==> src/rtl/mem_arb_if.sv <==
// Request/response channels shared by IFU, LSU, the arbiter and memory.
// slave = arbiter view; master = surrounding core/memory view.
interface mem_arb_if #(
  parameter int AW = 32,
  parameter int DW = 32
);
  logic          ifu_req_vld;
  logic          ifu_req_rdy;
  logic [AW-1:0] ifu_req_addr;
  logic          ifu_rsp_vld;
  logic          ifu_rsp_rdy;
  logic [DW-1:0] ifu_rsp_data;
  logic          ifu_rsp_err;

  logic            lsu_req_vld;
  logic            lsu_req_rdy;
  logic [AW-1:0]   lsu_req_addr;
  logic            lsu_req_wen;
  logic [DW-1:0]   lsu_req_wdata;
  logic [DW/8-1:0] lsu_req_wstrb;
  logic            lsu_rsp_vld;
  logic            lsu_rsp_rdy;
  logic [DW-1:0]   lsu_rsp_data;
  logic            lsu_rsp_err;

  logic            mem_req_vld;
  logic            mem_req_rdy;
  logic [AW-1:0]   mem_req_addr;
  logic            mem_req_wen;
  logic [DW-1:0]   mem_req_wdata;
  logic [DW/8-1:0] mem_req_wstrb;
  logic            mem_rsp_vld;
  logic            mem_rsp_rdy;
  logic [DW-1:0]   mem_rsp_data;
  logic            mem_rsp_err;

  modport slave (
    input  ifu_req_vld, ifu_req_addr, ifu_rsp_rdy,
    output ifu_req_rdy, ifu_rsp_vld, ifu_rsp_data, ifu_rsp_err,
    input  lsu_req_vld, lsu_req_addr, lsu_req_wen,
    input  lsu_req_wdata, lsu_req_wstrb, lsu_rsp_rdy,
    output lsu_req_rdy, lsu_rsp_vld, lsu_rsp_data, lsu_rsp_err,
    output mem_req_vld, mem_req_addr, mem_req_wen,
    output mem_req_wdata, mem_req_wstrb, mem_rsp_rdy,
    input  mem_req_rdy, mem_rsp_vld, mem_rsp_data, mem_rsp_err
  );

  modport master (
    output ifu_req_vld, ifu_req_addr, ifu_rsp_rdy,
    input  ifu_req_rdy, ifu_rsp_vld, ifu_rsp_data, ifu_rsp_err,
    output lsu_req_vld, lsu_req_addr, lsu_req_wen,
    output lsu_req_wdata, lsu_req_wstrb, lsu_rsp_rdy,
    input  lsu_req_rdy, lsu_rsp_vld, lsu_rsp_data, lsu_rsp_err,
    input  mem_req_vld, mem_req_addr, mem_req_wen,
    input  mem_req_wdata, mem_req_wstrb, mem_rsp_rdy,
    output mem_req_rdy, mem_rsp_vld, mem_rsp_data, mem_rsp_err
  );
endinterface

==> src/rtl/mem_arb.sv <==
// IFU/LSU arbiter onto one memory port; in-order responses are
// steered back to their issuer through a source-ID FIFO.
module mem_arb #(
  parameter int AW      = 32,
  parameter int DW      = 32,
  parameter int OUTS_DP = 2
) (
  input logic      clk,
  input logic      rst,
  mem_arb_if.slave bus
);
  localparam int CW = $clog2(OUTS_DP + 1);
  localparam int PW = (OUTS_DP > 1) ? $clog2(OUTS_DP) : 1;

  typedef enum logic {IDLE, HOLD} state_t;

  state_t state, state_nx;
  logic   gnt, gnt_q, rr_last;
  logic   req_vld, fire, pop;

  logic [OUTS_DP-1:0] ids;
  logic [PW-1:0]      wptr, rptr;
  logic [CW-1:0]      cnt;
  logic               full, empty, head;

  logic [AW-1:0]   req_addr;
  logic            req_wen;
  logic [DW-1:0]   req_wdata;
  logic [DW/8-1:0] req_wstrb;

  function automatic logic [PW-1:0] nxt(input logic [PW-1:0] p);
    return (p == PW'(OUTS_DP - 1)) ? '0 : p + 1'b1;
  endfunction

  assign full  = (cnt == CW'(OUTS_DP));
  assign empty = (cnt == '0);
  assign head  = ids[rptr];

  always_comb begin
    state_nx = state;
    gnt      = gnt_q;
    req_vld  = 1'b0;
    unique case (state)
      IDLE: begin
        // rr_last names the last winner; the other side wins a tie
        if (bus.ifu_req_vld & bus.lsu_req_vld) gnt = ~rr_last;
        else gnt = bus.lsu_req_vld;
        req_vld = ~full & (bus.ifu_req_vld | bus.lsu_req_vld);
        if (req_vld & ~bus.mem_req_rdy) state_nx = HOLD;
      end
      HOLD: begin
        req_vld = ~full;
        if (req_vld & bus.mem_req_rdy) state_nx = IDLE;
      end
      default: state_nx = IDLE;
    endcase
  end

  assign fire = req_vld & bus.mem_req_rdy;

  always_comb begin
    req_addr  = bus.ifu_req_addr;
    req_wen   = 1'b0;
    req_wdata = '0;
    req_wstrb = '0;
    if (gnt) begin
      req_addr  = bus.lsu_req_addr;
      req_wen   = bus.lsu_req_wen;
      req_wdata = bus.lsu_req_wdata;
      req_wstrb = bus.lsu_req_wstrb;
    end
  end

  assign bus.mem_req_vld   = req_vld;
  assign bus.mem_req_addr  = req_addr;
  assign bus.mem_req_wen   = req_wen;
  assign bus.mem_req_wdata = req_wdata;
  assign bus.mem_req_wstrb = req_wstrb;
  assign bus.ifu_req_rdy   = fire & ~gnt;
  assign bus.lsu_req_rdy   = fire & gnt;

  assign bus.ifu_rsp_vld  = bus.mem_rsp_vld & ~empty & ~head;
  assign bus.lsu_rsp_vld  = bus.mem_rsp_vld & ~empty & head;
  assign bus.mem_rsp_rdy  = ~empty &
                            (head ? bus.lsu_rsp_rdy : bus.ifu_rsp_rdy);
  assign bus.ifu_rsp_data = bus.mem_rsp_data;
  assign bus.ifu_rsp_err  = bus.mem_rsp_err;
  assign bus.lsu_rsp_data = bus.mem_rsp_data;
  assign bus.lsu_rsp_err  = bus.mem_rsp_err;

  assign pop = bus.mem_rsp_vld & bus.mem_rsp_rdy;

  always_ff @(posedge clk or negedge rst) begin
    if (!rst) begin
      state   <= IDLE;
      gnt_q   <= 1'b0;
      rr_last <= 1'b0;
    end else begin
      state <= state_nx;
      gnt_q <= gnt;
      if (fire) rr_last <= gnt;
    end
  end

  always_ff @(posedge clk or negedge rst) begin
    if (!rst) begin
      ids  <= '0;
      wptr <= '0;
      rptr <= '0;
      cnt  <= '0;
    end else begin
      if (fire) begin
        ids[wptr] <= gnt;
        wptr      <= nxt(wptr);
      end
      if (pop) rptr <= nxt(rptr);
      unique case ({fire, pop})
        2'b10:   cnt <= cnt + 1'b1;
        2'b01:   cnt <= cnt - 1'b1;
        default: cnt <= cnt;
      endcase
    end
  end
endmodule

==> src/flat_wrapper.sv <==
// flat-port wrapper written by rule: the top's interface ports become plain ports
module mem_arb_flat 
#(
  parameter int AW      = 32,
  parameter int DW      = 32,
  parameter int OUTS_DP = 2
)
  (clk, rst, bus_ifu_req_vld, bus_ifu_req_addr, bus_ifu_rsp_rdy, bus_ifu_req_rdy, bus_ifu_rsp_vld, bus_ifu_rsp_data, bus_ifu_rsp_err, bus_lsu_req_vld, bus_lsu_req_addr, bus_lsu_req_wen, bus_lsu_req_wdata, bus_lsu_req_wstrb, bus_lsu_rsp_rdy, bus_lsu_req_rdy, bus_lsu_rsp_vld, bus_lsu_rsp_data, bus_lsu_rsp_err, bus_mem_req_vld, bus_mem_req_addr, bus_mem_req_wen, bus_mem_req_wdata, bus_mem_req_wstrb, bus_mem_rsp_rdy, bus_mem_req_rdy, bus_mem_rsp_vld, bus_mem_rsp_data, bus_mem_rsp_err);
  mem_arb_if #(.AW(AW), .DW(DW)) bus_i ();
  input logic clk;
  input logic rst;
  input wire logic [$bits(bus_i.ifu_req_vld)-1:0] bus_ifu_req_vld;
  input wire logic [$bits(bus_i.ifu_req_addr)-1:0] bus_ifu_req_addr;
  input wire logic [$bits(bus_i.ifu_rsp_rdy)-1:0] bus_ifu_rsp_rdy;
  output wire logic [$bits(bus_i.ifu_req_rdy)-1:0] bus_ifu_req_rdy;
  output wire logic [$bits(bus_i.ifu_rsp_vld)-1:0] bus_ifu_rsp_vld;
  output wire logic [$bits(bus_i.ifu_rsp_data)-1:0] bus_ifu_rsp_data;
  output wire logic [$bits(bus_i.ifu_rsp_err)-1:0] bus_ifu_rsp_err;
  input wire logic [$bits(bus_i.lsu_req_vld)-1:0] bus_lsu_req_vld;
  input wire logic [$bits(bus_i.lsu_req_addr)-1:0] bus_lsu_req_addr;
  input wire logic [$bits(bus_i.lsu_req_wen)-1:0] bus_lsu_req_wen;
  input wire logic [$bits(bus_i.lsu_req_wdata)-1:0] bus_lsu_req_wdata;
  input wire logic [$bits(bus_i.lsu_req_wstrb)-1:0] bus_lsu_req_wstrb;
  input wire logic [$bits(bus_i.lsu_rsp_rdy)-1:0] bus_lsu_rsp_rdy;
  output wire logic [$bits(bus_i.lsu_req_rdy)-1:0] bus_lsu_req_rdy;
  output wire logic [$bits(bus_i.lsu_rsp_vld)-1:0] bus_lsu_rsp_vld;
  output wire logic [$bits(bus_i.lsu_rsp_data)-1:0] bus_lsu_rsp_data;
  output wire logic [$bits(bus_i.lsu_rsp_err)-1:0] bus_lsu_rsp_err;
  output wire logic [$bits(bus_i.mem_req_vld)-1:0] bus_mem_req_vld;
  output wire logic [$bits(bus_i.mem_req_addr)-1:0] bus_mem_req_addr;
  output wire logic [$bits(bus_i.mem_req_wen)-1:0] bus_mem_req_wen;
  output wire logic [$bits(bus_i.mem_req_wdata)-1:0] bus_mem_req_wdata;
  output wire logic [$bits(bus_i.mem_req_wstrb)-1:0] bus_mem_req_wstrb;
  output wire logic [$bits(bus_i.mem_rsp_rdy)-1:0] bus_mem_rsp_rdy;
  input wire logic [$bits(bus_i.mem_req_rdy)-1:0] bus_mem_req_rdy;
  input wire logic [$bits(bus_i.mem_rsp_vld)-1:0] bus_mem_rsp_vld;
  input wire logic [$bits(bus_i.mem_rsp_data)-1:0] bus_mem_rsp_data;
  input wire logic [$bits(bus_i.mem_rsp_err)-1:0] bus_mem_rsp_err;
  assign bus_i.ifu_req_vld = bus_ifu_req_vld;
  assign bus_i.ifu_req_addr = bus_ifu_req_addr;
  assign bus_i.ifu_rsp_rdy = bus_ifu_rsp_rdy;
  assign bus_ifu_req_rdy = bus_i.ifu_req_rdy;
  assign bus_ifu_rsp_vld = bus_i.ifu_rsp_vld;
  assign bus_ifu_rsp_data = bus_i.ifu_rsp_data;
  assign bus_ifu_rsp_err = bus_i.ifu_rsp_err;
  assign bus_i.lsu_req_vld = bus_lsu_req_vld;
  assign bus_i.lsu_req_addr = bus_lsu_req_addr;
  assign bus_i.lsu_req_wen = bus_lsu_req_wen;
  assign bus_i.lsu_req_wdata = bus_lsu_req_wdata;
  assign bus_i.lsu_req_wstrb = bus_lsu_req_wstrb;
  assign bus_i.lsu_rsp_rdy = bus_lsu_rsp_rdy;
  assign bus_lsu_req_rdy = bus_i.lsu_req_rdy;
  assign bus_lsu_rsp_vld = bus_i.lsu_rsp_vld;
  assign bus_lsu_rsp_data = bus_i.lsu_rsp_data;
  assign bus_lsu_rsp_err = bus_i.lsu_rsp_err;
  assign bus_mem_req_vld = bus_i.mem_req_vld;
  assign bus_mem_req_addr = bus_i.mem_req_addr;
  assign bus_mem_req_wen = bus_i.mem_req_wen;
  assign bus_mem_req_wdata = bus_i.mem_req_wdata;
  assign bus_mem_req_wstrb = bus_i.mem_req_wstrb;
  assign bus_mem_rsp_rdy = bus_i.mem_rsp_rdy;
  assign bus_i.mem_req_rdy = bus_mem_req_rdy;
  assign bus_i.mem_rsp_vld = bus_mem_rsp_vld;
  assign bus_i.mem_rsp_data = bus_mem_rsp_data;
  assign bus_i.mem_rsp_err = bus_mem_rsp_err;
  mem_arb #(.AW(AW), .DW(DW), .OUTS_DP(OUTS_DP)) u_core (.clk(clk), .rst(rst), .bus(bus_i));
endmodule
==> config.mk <==
export PLATFORM = sky130hd
export DESIGN_NAME = mem_arb_flat
export DESIGN_NICKNAME = d
export VERILOG_FILES = /design/src/rtl/mem_arb_if.sv /design/src/rtl/mem_arb.sv /design/src/flat_wrapper.sv
export SDC_FILE = /design/constraint.sdc
export NUM_CORES = 1
export LEC_CHECK = 0
export BUFFER_PORTS_ARGS = -buffer_cell sky130_fd_sc_hd__buf_2
export CORE_AREA = 10 10 102 104
export CTS_CLUSTER_SIZE = 40
export DETAILED_ROUTE_END_ITERATION = 10
export DIE_AREA = 0 0 112 114
export GPL_TIMING_DRIVEN = 0
export HOLD_SLACK_MARGIN = 0.15
export MAX_ROUTING_LAYER = met4
export SETUP_SLACK_MARGIN = 0.1
export SLEW_MARGIN = 10
export SYNTH_ARGS = -nofsm -noshare
export SYNTH_HDL_FRONTEND = slang
export SYNTH_SLANG_ARGS = --single-unit
==> constraint.sdc <==
create_clock -name clk -period 2 [get_ports clk]
set_input_delay 0 -clock clk [delete_from_list [all_inputs] [get_ports clk]]
set_output_delay 0 -clock clk [all_outputs]
set_load 0.01 [all_outputs]
### Word-level counts from Yosys, hierarchy flattened

Index checks and enable logic that the tools add are counted.
Widths: inputs -> output; s select.

| storage, ports and cells | value |
|---|---|
| word-level logic and storage cells | 59 |
| input port bits | 142 |
| output and inout bits | 141 |
| register bits after elaboration | 9 |

| operators by class | value |
|---|---|
| magnitude comparators | 3 |
| reductions and logical operators | 3 |
| equality and inequality tests | 3 |
| bitwise logic cells | 20 |
| add/subtract/negate cells | 4 |
| multiplexer cells | 19 |

Operator list:

| operator | number |
|---|---|
| $mux 32 | 2 |
| $and 1x1->1 | 12 |
| $mux 1 | 11 |
| $not 1->1 | 7 |
| $eq 2x2->1 const B | 2 |
| $lt 1x2->1 const B | 2 |
| $mux 4 | 1 |
| $pmux 1 s2 | 2 |
| $pmux 2 s2 | 1 |
| $add 1x1->1 const B | 2 |
| $add 2x1->2 const B | 1 |
| $bwmux 2 | 1 |
| $eq 2x1->1 const B | 1 |
| $logic_not 2->1 | 1 |
| $reduce_bool 2->1 | 1 |
| $sub 2x1->2 const B | 1 |
| $demux 1 s1 | 1 |
| $ge 1x1->1 const B | 1 |
| $logic_and 1x1->1 | 1 |
| $or 1x1->1 | 1 |

### Depth between registers and ports, before layout

Gate-level depths: netlist (run 1).

| depth | value |
|---|---|
| word-level depth | 7 |
| depth in mapped cells | 7 |
| mapped depth without buffers | 6 |

### Worst setup path before layout (run 1)

Ideal clock, no wire load.

| path | value |
|---|---|
| kind | reg2reg |
| start | register u_core.rptr |
| end | register u_core.cnt[1] |
| stages on the path, launching flop included | 6 |
| slack | 374 ps |
| library setup time | 79 ps |
| period minus slack after synthesis | 1,626 ps |
| data arrival time | 1,546 ps |
| required time | 1,921 ps |
| path buffers | 0 |
| path through | dfrtp_1 mux2i_1 mux2i_1 ha_1 nor2_1 xor2_1 |

| between the ends | value |
|---|---|
| word-level cells in the longest chain between the ends | 7 |
| elaborated cells between the ends (all ways) | 9 |
| those cells by class | eq/ne: 2; mux: 4; bitwise: 2; reduce/logical: 1 |

Ends and longest elaborated chain:

| what | line | text |
|---|---|---|
| start, declared | mem_arb.sv:22 | `logic [PW-1:0] wptr, rptr;` |
| start signal, assigned | mem_arb.sv:116 | `if (pop) rptr <= nxt(rptr);` |
| $mux 1 (not written as such) * (2 in a row) | mem_arb.sv:37 | `assign head = ids[rptr];` |
| $mux 1 * | mem_arb.sv:85 | `(head ? bus.lsu_rsp_rdy : bus.ifu_rsp_rdy);` |
| $and 1x1->1 * | mem_arb.sv:84 | `assign bus.mem_rsp_rdy = ~empty &` |
| $and 1x1->1 * | mem_arb.sv:91 | `assign pop = bus.mem_rsp_vld & bus.mem_rsp_rdy;` |
| net u_core.pop | mem_arb.sv:19 | `logic req_vld, fire, pop;` |
| $eq 2x1->1 or $eq 2x2->1 (tied branches) | mem_arb.sv:117 | `unique case ({fire, pop})` |
| $pmux 2 s2 or $reduce_bool 2->1 (tied branches) | n/a |  |
| end signal, assigned | mem_arb.sv:118 | `2'b10: cnt <= cnt + 1'b1;` |
| end signal, assigned | mem_arb.sv:119 | `2'b01: cnt <= cnt - 1'b1;` |
| end signal, assigned | mem_arb.sv:120 | `default: cnt <= cnt;` |
| end, declared | mem_arb.sv:23 | `logic [CW-1:0] cnt;` |

Mark *: on every way through the listed nets, which the timed path passes. The rest lies on a longest branch. The select of a mux whose other input is x is not followed.
A chain may end at the register's enable or synchronous reset.

### Worst setup path in the final report (run 1)

| path | value |
|---|---|
| start | register u_core.state |
| end | register u_core.cnt[1] |

| between the ends | value |
|---|---|
| word-level cells in the longest chain between the ends | 5 |
| elaborated cells between the ends (all ways) | 7 |
| those cells by class | eq/ne: 2; mux: 2; bitwise: 2; reduce/logical: 1 |

Ends and longest elaborated chain:

| what | line | text |
|---|---|---|
| start, declared | mem_arb.sv:17 | `state_t state, state_nx;` |
| start signal, assigned | mem_arb.sv:99 | `state <= state_nx;` |
| $not 1->1 | n/a |  |
| $pmux 1 s2 * | mem_arb.sv:43 | `unique case (state)` |
| $and 1x1->1 * | mem_arb.sv:59 | `assign fire = req_vld & bus.mem_req_rdy;` |
| $eq 2x1->1 or $eq 2x2->1 (tied branches) | mem_arb.sv:117 |  |
| $pmux 2 s2 or $reduce_bool 2->1 (tied branches) | n/a |  |

Every way passes the cells marked *; elsewhere a longest branch is shown, timed or not.

==> results.cfg, run 1 <==
[placement]
place_inst = 546
pre_cts_slack_ns = 0.1889
place.gp.congestion = 0.7696
place_area_um2 = 3156
hpwl_um = 8562
port_buffers = 249

[final_layout]
syn2layout_area_growth_pct = 81.73
finalNonFillerCells = 552
final_area_um2 = 3224
nets = 588
drive_gt1_frac = 0.8266
n_antenna_cell = 0

[drt]
drt_iter0_drc = 84
num_vias = 2160
viasPerCell = 3.913
first_pass_iters = 4
ant_nets = 0
drc = 0
wire_per_inst_um = 16.71
finalWirelength_um = 9223

[clocking]
cts_setup_buffers = 0
cts_buffers = 3
insertion_delay_ns = 0.23
root_buffer = clkbuf_8
cts_buffer_depth = 2
htreeDepth = 1
tritoncts = built
clk_pin_slew_ns = 0.04
cts_sinks = 9

[sta]
worst_pin_slew_ns = 0.2990
timing.setup.tns_ns = 0
slew_headroom = 0.7967
rsz0062_at_grt = no
postLayoutSetupSlackWorst_ns = 0.2027
drv_slew = 0
fin_skew_ns = 0.001694
timing.final.crit_share = 0.8987
fmax_mhz = 556.4
setup_viol = 0
finalHoldViolations = 0
period_needed_ns = 1.797

[yosys]
async_flop_share = 1.000
synthFlopType = dfrtp_1
synthTopCellsByArea = buf_4, mux2_4, and2_1
ys_types = 28
synth_common_cells = buf_4, and2_1, mux2_4
synth.largest_area_cell = buf_4
ys_warn_count = 0
avgSynthCellArea_um2 = 9.387
syn_nets = 332
syn_inst = 189
synth-seq-cells = 9
netlist_area_um2 = 1774
synth_top_cell_area_share = 0.2793
synth_most_common_cell = buf_4
ys_seq_area_frac = 0.1269
synth_enable_flop_cells = 0

[power_and_ir_drop]
power.density_nw_per_um2 = 965.4
power.total_uw = 3113
ir_drop_mv = 0.4349
leakage_uw = 0.002021

[critical_path]
crit_required_ns = 2.14
crit_fanout = 5
cp.arrival_ns = 1.94
setup.worst_path.class = register to register
critPathLaunchType = register
cp-end-kind = register

[floorplanning]
die_w_um = 112
fp-row-count = 34
die_h_um = 114
core-area_um2 = 8466
die-area_um2 = 12770
pin_count = 283
start_util = 0.2096

[worst_hold_path]
holdCritPathClass = primary input to async pin

[global_route]
grt_pass1_wl_um = 13320
antenna_found_initial = 0
first_global_vias = 2335
globalRoute.totalOverflow = 0
grt_usage = 0.1306
grt_max_degree = 11

[job]
drv_cap = 0

[outcome]
outcome = finished, final reports clean
==> worst max-delay path, stage by stage, from the launching register on <==
cell and delay, ns:
dfrtp_1 0.40, or3_2 0.54, nand3_2 0.19, ha_1 0.28, nor2_1 0.14, xor2_1 0.17
==> path summary, 6_finish.rpt <==
path / startpoint / end / slack, ns / depth (start not counted)
worst max register to register: u_core.state$_DFF_PN0_ / u_core.cnt[1]$_DFFE_PN0P_ / 0.20 / 5
min in group clk: bus_lsu_req_vld / u_core.state$_DFF_PN0_ / 0.17 / 4
max in group asynchronous: rst / u_core.state$_DFF_PN0_ / 1.67 / 2
worst min-delay path: rst / u_core.rptr$_DFFE_PN0P_ / 0.15 / 2
worst min register to register: u_core.wptr$_DFFE_PN0N_ / u_core.wptr$_DFFE_PN0N_ / 0.50 / 1
worst max-delay path: u_core.state$_DFF_PN0_ / u_core.cnt[1]$_DFFE_PN0P_ / 0.20 / 5
==> power breakdown <==
group          total, µW  switching [µW]  internal (µW)
Sequential           346            68.4            277
Clock                205            66.2            138
Combinational       2560            1190           1370
Total               3110            1330           1790
==> through the flow <==
| stage | util | hold slack [ns] |
|---|---|---|
| floorplan | - | -0.2956 |
| global placement | 0.3727 | -0.1411 |
| detailed placement | 0.3727 | -0.1352 |
| CTS | 0.3804 | 0.1543 |
| global route | 0.3809 | 0.1790 |
| finish | 0.3809 | 0.1501 |
==> flip-flops by register name, summed over array words and instances (netlist names) <==
signal / flops
u_core.ids: 2
u_core.rptr: 1
u_core.gnt_q: 1
u_core.cnt: 2
u_core.rr_last: 1
u_core.wptr: 1
u_core.state: 1
==> placed cells by master, fill, tap and decap left out, drive strengths merged <==
master	synthesis	layout
a21bo	1	1
a21oi	2	2
and2	38	38
buf	73	322
clkbuf	2	6
dfrtp	9	9
dlygate4sd3	0	2
ha	1	1
inv	2	2
mux2	35	35
mux2i	3	3
nand2	1	1
nand2b	1	1
nand3	1	1
nand4	1	1
nand4b	1	1
nor2	7	7
o211ai	2	2
o21a	1	1
o21ai	1	1
or2	1	1
or3	1	1
xnor2	3	3
xor2	2	2
==> cell type report <==
type,count,area (µm²)
Clock buffer,4,45.04
Buffer,75,591.8
Fill cell,886,5241
Tap cell,108,135.1
Sequential cell,9,225.2
Timing Repair Buffer,251,1266
Multi-Input combinational cell,103,953.4
Inverter,2,7.507
==> logic make-up after synthesis <==
kind of cell | after synthesis | share of synthesized area
compound gates | 7 | 0.02680
simple gates | 52 | 0.1763
xor+xnor | 5 | 0.02469
buf+inv | 77 | 0.3378
flops | 9 | 0.1269
fa+ha+maj | 1 | 0.007051
mux | 38 | 0.3004
==> metal layers <==
metal | up-vias | track usage | share of wire
li1 | 1056 | - | -
met1 | 950 | 0.1399 | 0.37
met2 | 148 | 0.2405 | 0.53
met3 | 6 | 0.03465 | 0.092
met4 | 0 | 0.02030 | 0.0057
met5 | - | - | 0
==> repair_timing <==
item | in CTS | in global routing
endpoints found under the hold margin | 10 | 0
hold buffers | 2 | 0
setup endpoints to repair | 0 | 1
resized for setup | 0 | 1
Power figures use the tool's default switching activity.
==> run 2, diff against run 1 <==
--- a/config.mk
+++ b/config.mk
@@ -6,13 +6,16 @@
 export NUM_CORES = 1
 export LEC_CHECK = 0
 export BUFFER_PORTS_ARGS = -buffer_cell sky130_fd_sc_hd__buf_2
-export CORE_AREA = 10 10 102 104
+export CELL_PAD_IN_SITES_DETAIL_PLACEMENT = 1
+export CELL_PAD_IN_SITES_GLOBAL_PLACEMENT = 1
+export CORE_MARGIN = 10
+export CORE_UTILIZATION = 17
 export CTS_CLUSTER_SIZE = 40
 export DETAILED_ROUTE_END_ITERATION = 10
-export DIE_AREA = 0 0 112 114
 export GPL_TIMING_DRIVEN = 0
 export HOLD_SLACK_MARGIN = 0.15
 export MAX_ROUTING_LAYER = met4
+export PLACE_DENSITY_LB_ADDON = 0.1
 export SETUP_SLACK_MARGIN = 0.1
 export SLEW_MARGIN = 10
 export SYNTH_ARGS = -nofsm -noshare
==> run 2 against run 1 <==
Against the previous run:
- register-to-register slack better by 0.06 ns
- clock skew is 0.0014 ns lower
- setup slack better by 0.060 ns
- flip-flop and latch count stayed put
- final cell count is 5.1% higher
- clock power hardly changed
- via count is 0.14% higher
- first-iteration DRC count is 49% lower
- wire length is 10% higher
- global-route usage is 0.82 points lower
- largest power group unchanged
- highest routed layer unchanged
==> results.cfg, run 2 (synthesis gave the netlist of run 1 again) <==
[worst_hold_path]
holdCritPathClass = primary input to async pin

[critical_path]
cp.arrival_ns = 1.89
crit_required_ns = 2.15
r2r_slack_ns = 0.26
setup.worst_path.class = register to register
ff2ff_path_depth = 5
cp-startpoint = u_core.state$_DFF_PN0_
worstReg2RegEnd = u_core.cnt[1]$_DFFE_PN0P_
r2r-start = u_core.state$_DFF_PN0_
cp-endpoint = u_core.cnt[1]$_DFFE_PN0P_
critPathLaunchType = register
cp-end-kind = register
crit_fanout = 5

[sta]
slew_headroom = 0.7896
drv_slew = 0
timing.final.crit_share = 0.8684
timing.setup.tns_ns = 0
fmax_mhz = 575.7
setup_viol = 0
fin_skew_ns = 0.0002939
rsz0062_at_grt = no
finalHoldViolations = 0
worst_pin_slew_ns = 0.3095
period_needed_ns = 1.737

[final_layout]
n_fill_cell = 1304
n_antenna_cell = 0
mostFrequentLayoutCells = buf_2, buf_4, and2_1
reg_top3 = u_core.cnt x2, u_core.ids x2
syn2layout_area_growth_pct = 83.71
final_common_cell = buf_2
nets = 588
drive_gt1_frac = 0.8266
final_area_um2 = 3259

[floorplanning]
die-area_um2 = 14920
start_util = 0.1734
die_h_um = 122.2
pin_count = 283
die_w_um = 122.2
fp-row-count = 37
core-area_um2 = 10230

[drt]
wire_per_inst_um = 17.57
finalWirelength_um = 10190
viasPerCell = 3.729
num_vias = 2163
ant_nets = 0
drc = 0
drt_iter0_drc = 43
first_pass_iters = 4

[power_and_ir_drop]
leakage_uw = 0.002021
ir_drop_mv = 0.3712
power.density_nw_per_um2 = 963.5

[clocking]
root_buffer = clkbuf_8
cts_buffer_depth = 2
insertion_delay_ns = 0.23
cts_setup_buffers = 0
cts_sinks = 9
cts_buffers = 3
clk_pin_slew_ns = 0.04
htreeDepth = 1
tritoncts = built

[global_route]
grt_use_met1 = 0.1212
antenna_found_initial = 0
grt_max_degree = 11
first_global_vias = 2372
grt_busiest_layer = met2
grt_use_met3 = 0.04117
grt_usage = 0.1224
grt_pass1_wl_um = 14030
use_met2 = 0.2338
globalRoute.totalOverflow = 0

[placement]
place.gp.congestion = 0.8418
place_area_um2 = 3191
port_buffers = 249
hpwl_um = 9579

[outcome]
outcome = finished, final reports clean

[job]
drv_cap = 0
[run 2: cell counts in the layout (fill, tap and decap cells not counted)]
No cell type changed its count.
[run 2: final cells by class]
type                       instances  area (µm²)  share of cell area
buffer                            75       591.8              0.1816
clock buffer                       4       45.04             0.01382
inverter                           2       7.507            0.002303
multi-input combinational        103       953.4              0.2925
sequential                         9       225.2             0.06910
tap                              136       170.2             0.05221
timing repair buffer             251        1266              0.3885
[run 2: worst min-delay path by stage]
stage               startpoint                   endpoint  cells past startpoint
finish                     rst  u_core.cnt[0]$_DFFE_PN0P_                      2
global route               rst  u_core.cnt[0]$_DFFE_PN0P_                      2
CTS                        rst  u_core.cnt[0]$_DFFE_PN0P_                      2
detailed placement         rst  u_core.cnt[0]$_DFFE_PN0P_                      1
global placement           rst  u_core.cnt[0]$_DFFE_PN0P_                      1
floorplan                  rst  u_core.cnt[0]$_DFFE_PN0P_                      0
[run 2: worst max-delay path: stages, from the launching register on]
cell     delay [ns]
dfrtp_1        0.40
or3_2          0.54
nand3_2        0.17
ha_1           0.28
nor2_1         0.13
xor2_1         0.14
[run 2: metrics by stage]
stage | worst slack (ns) | std cells | util | hold slack [ns] | total power [µW]
after global placement | 0.1690 | 574 | 0.3119 | -0.1380 | 2978
after global routing | 0.1622 | 580 | 0.3186 | 0.1858 | 3410
final | 0.2631 | 580 | 0.3186 | 0.1634 | 3141
after detailed placement | 0.1918 | 574 | 0.3119 | -0.1359 | 2991
after floorplan | 0.3745 | 189 | - | -0.2956 | 2050
after CTS | 0.1810 | 580 | 0.3182 | 0.1541 | 3214
[run 2: power by group]
part | internal, µW | switching, µW | leakage [µW] | total, µW
combinational | 1370 | 1210 | 0.00189 | 2580
sequential | 277 | 70.5 | 0.000108 | 348
clock | 139 | 69.5 | 0.0000228 | 208
[run 2: per-layer routing]
| layer | share of wire | up-vias |
|---|---|---|
| li1 | - | 1055 |
| met1 | 0.36 | 945 |
| met2 | 0.53 | 158 |
| met3 | 0.11 | 5 |
| met4 | 0.0025 | 0 |
| met5 | 0 | - |
[run 2: what timing repair did]
item	4_1_cts	5_1_grt
gates resized for setup	0	1
hold buffers	2	0
hold endpoints to repair	10	0
endpoints found under the setup margin	0	1
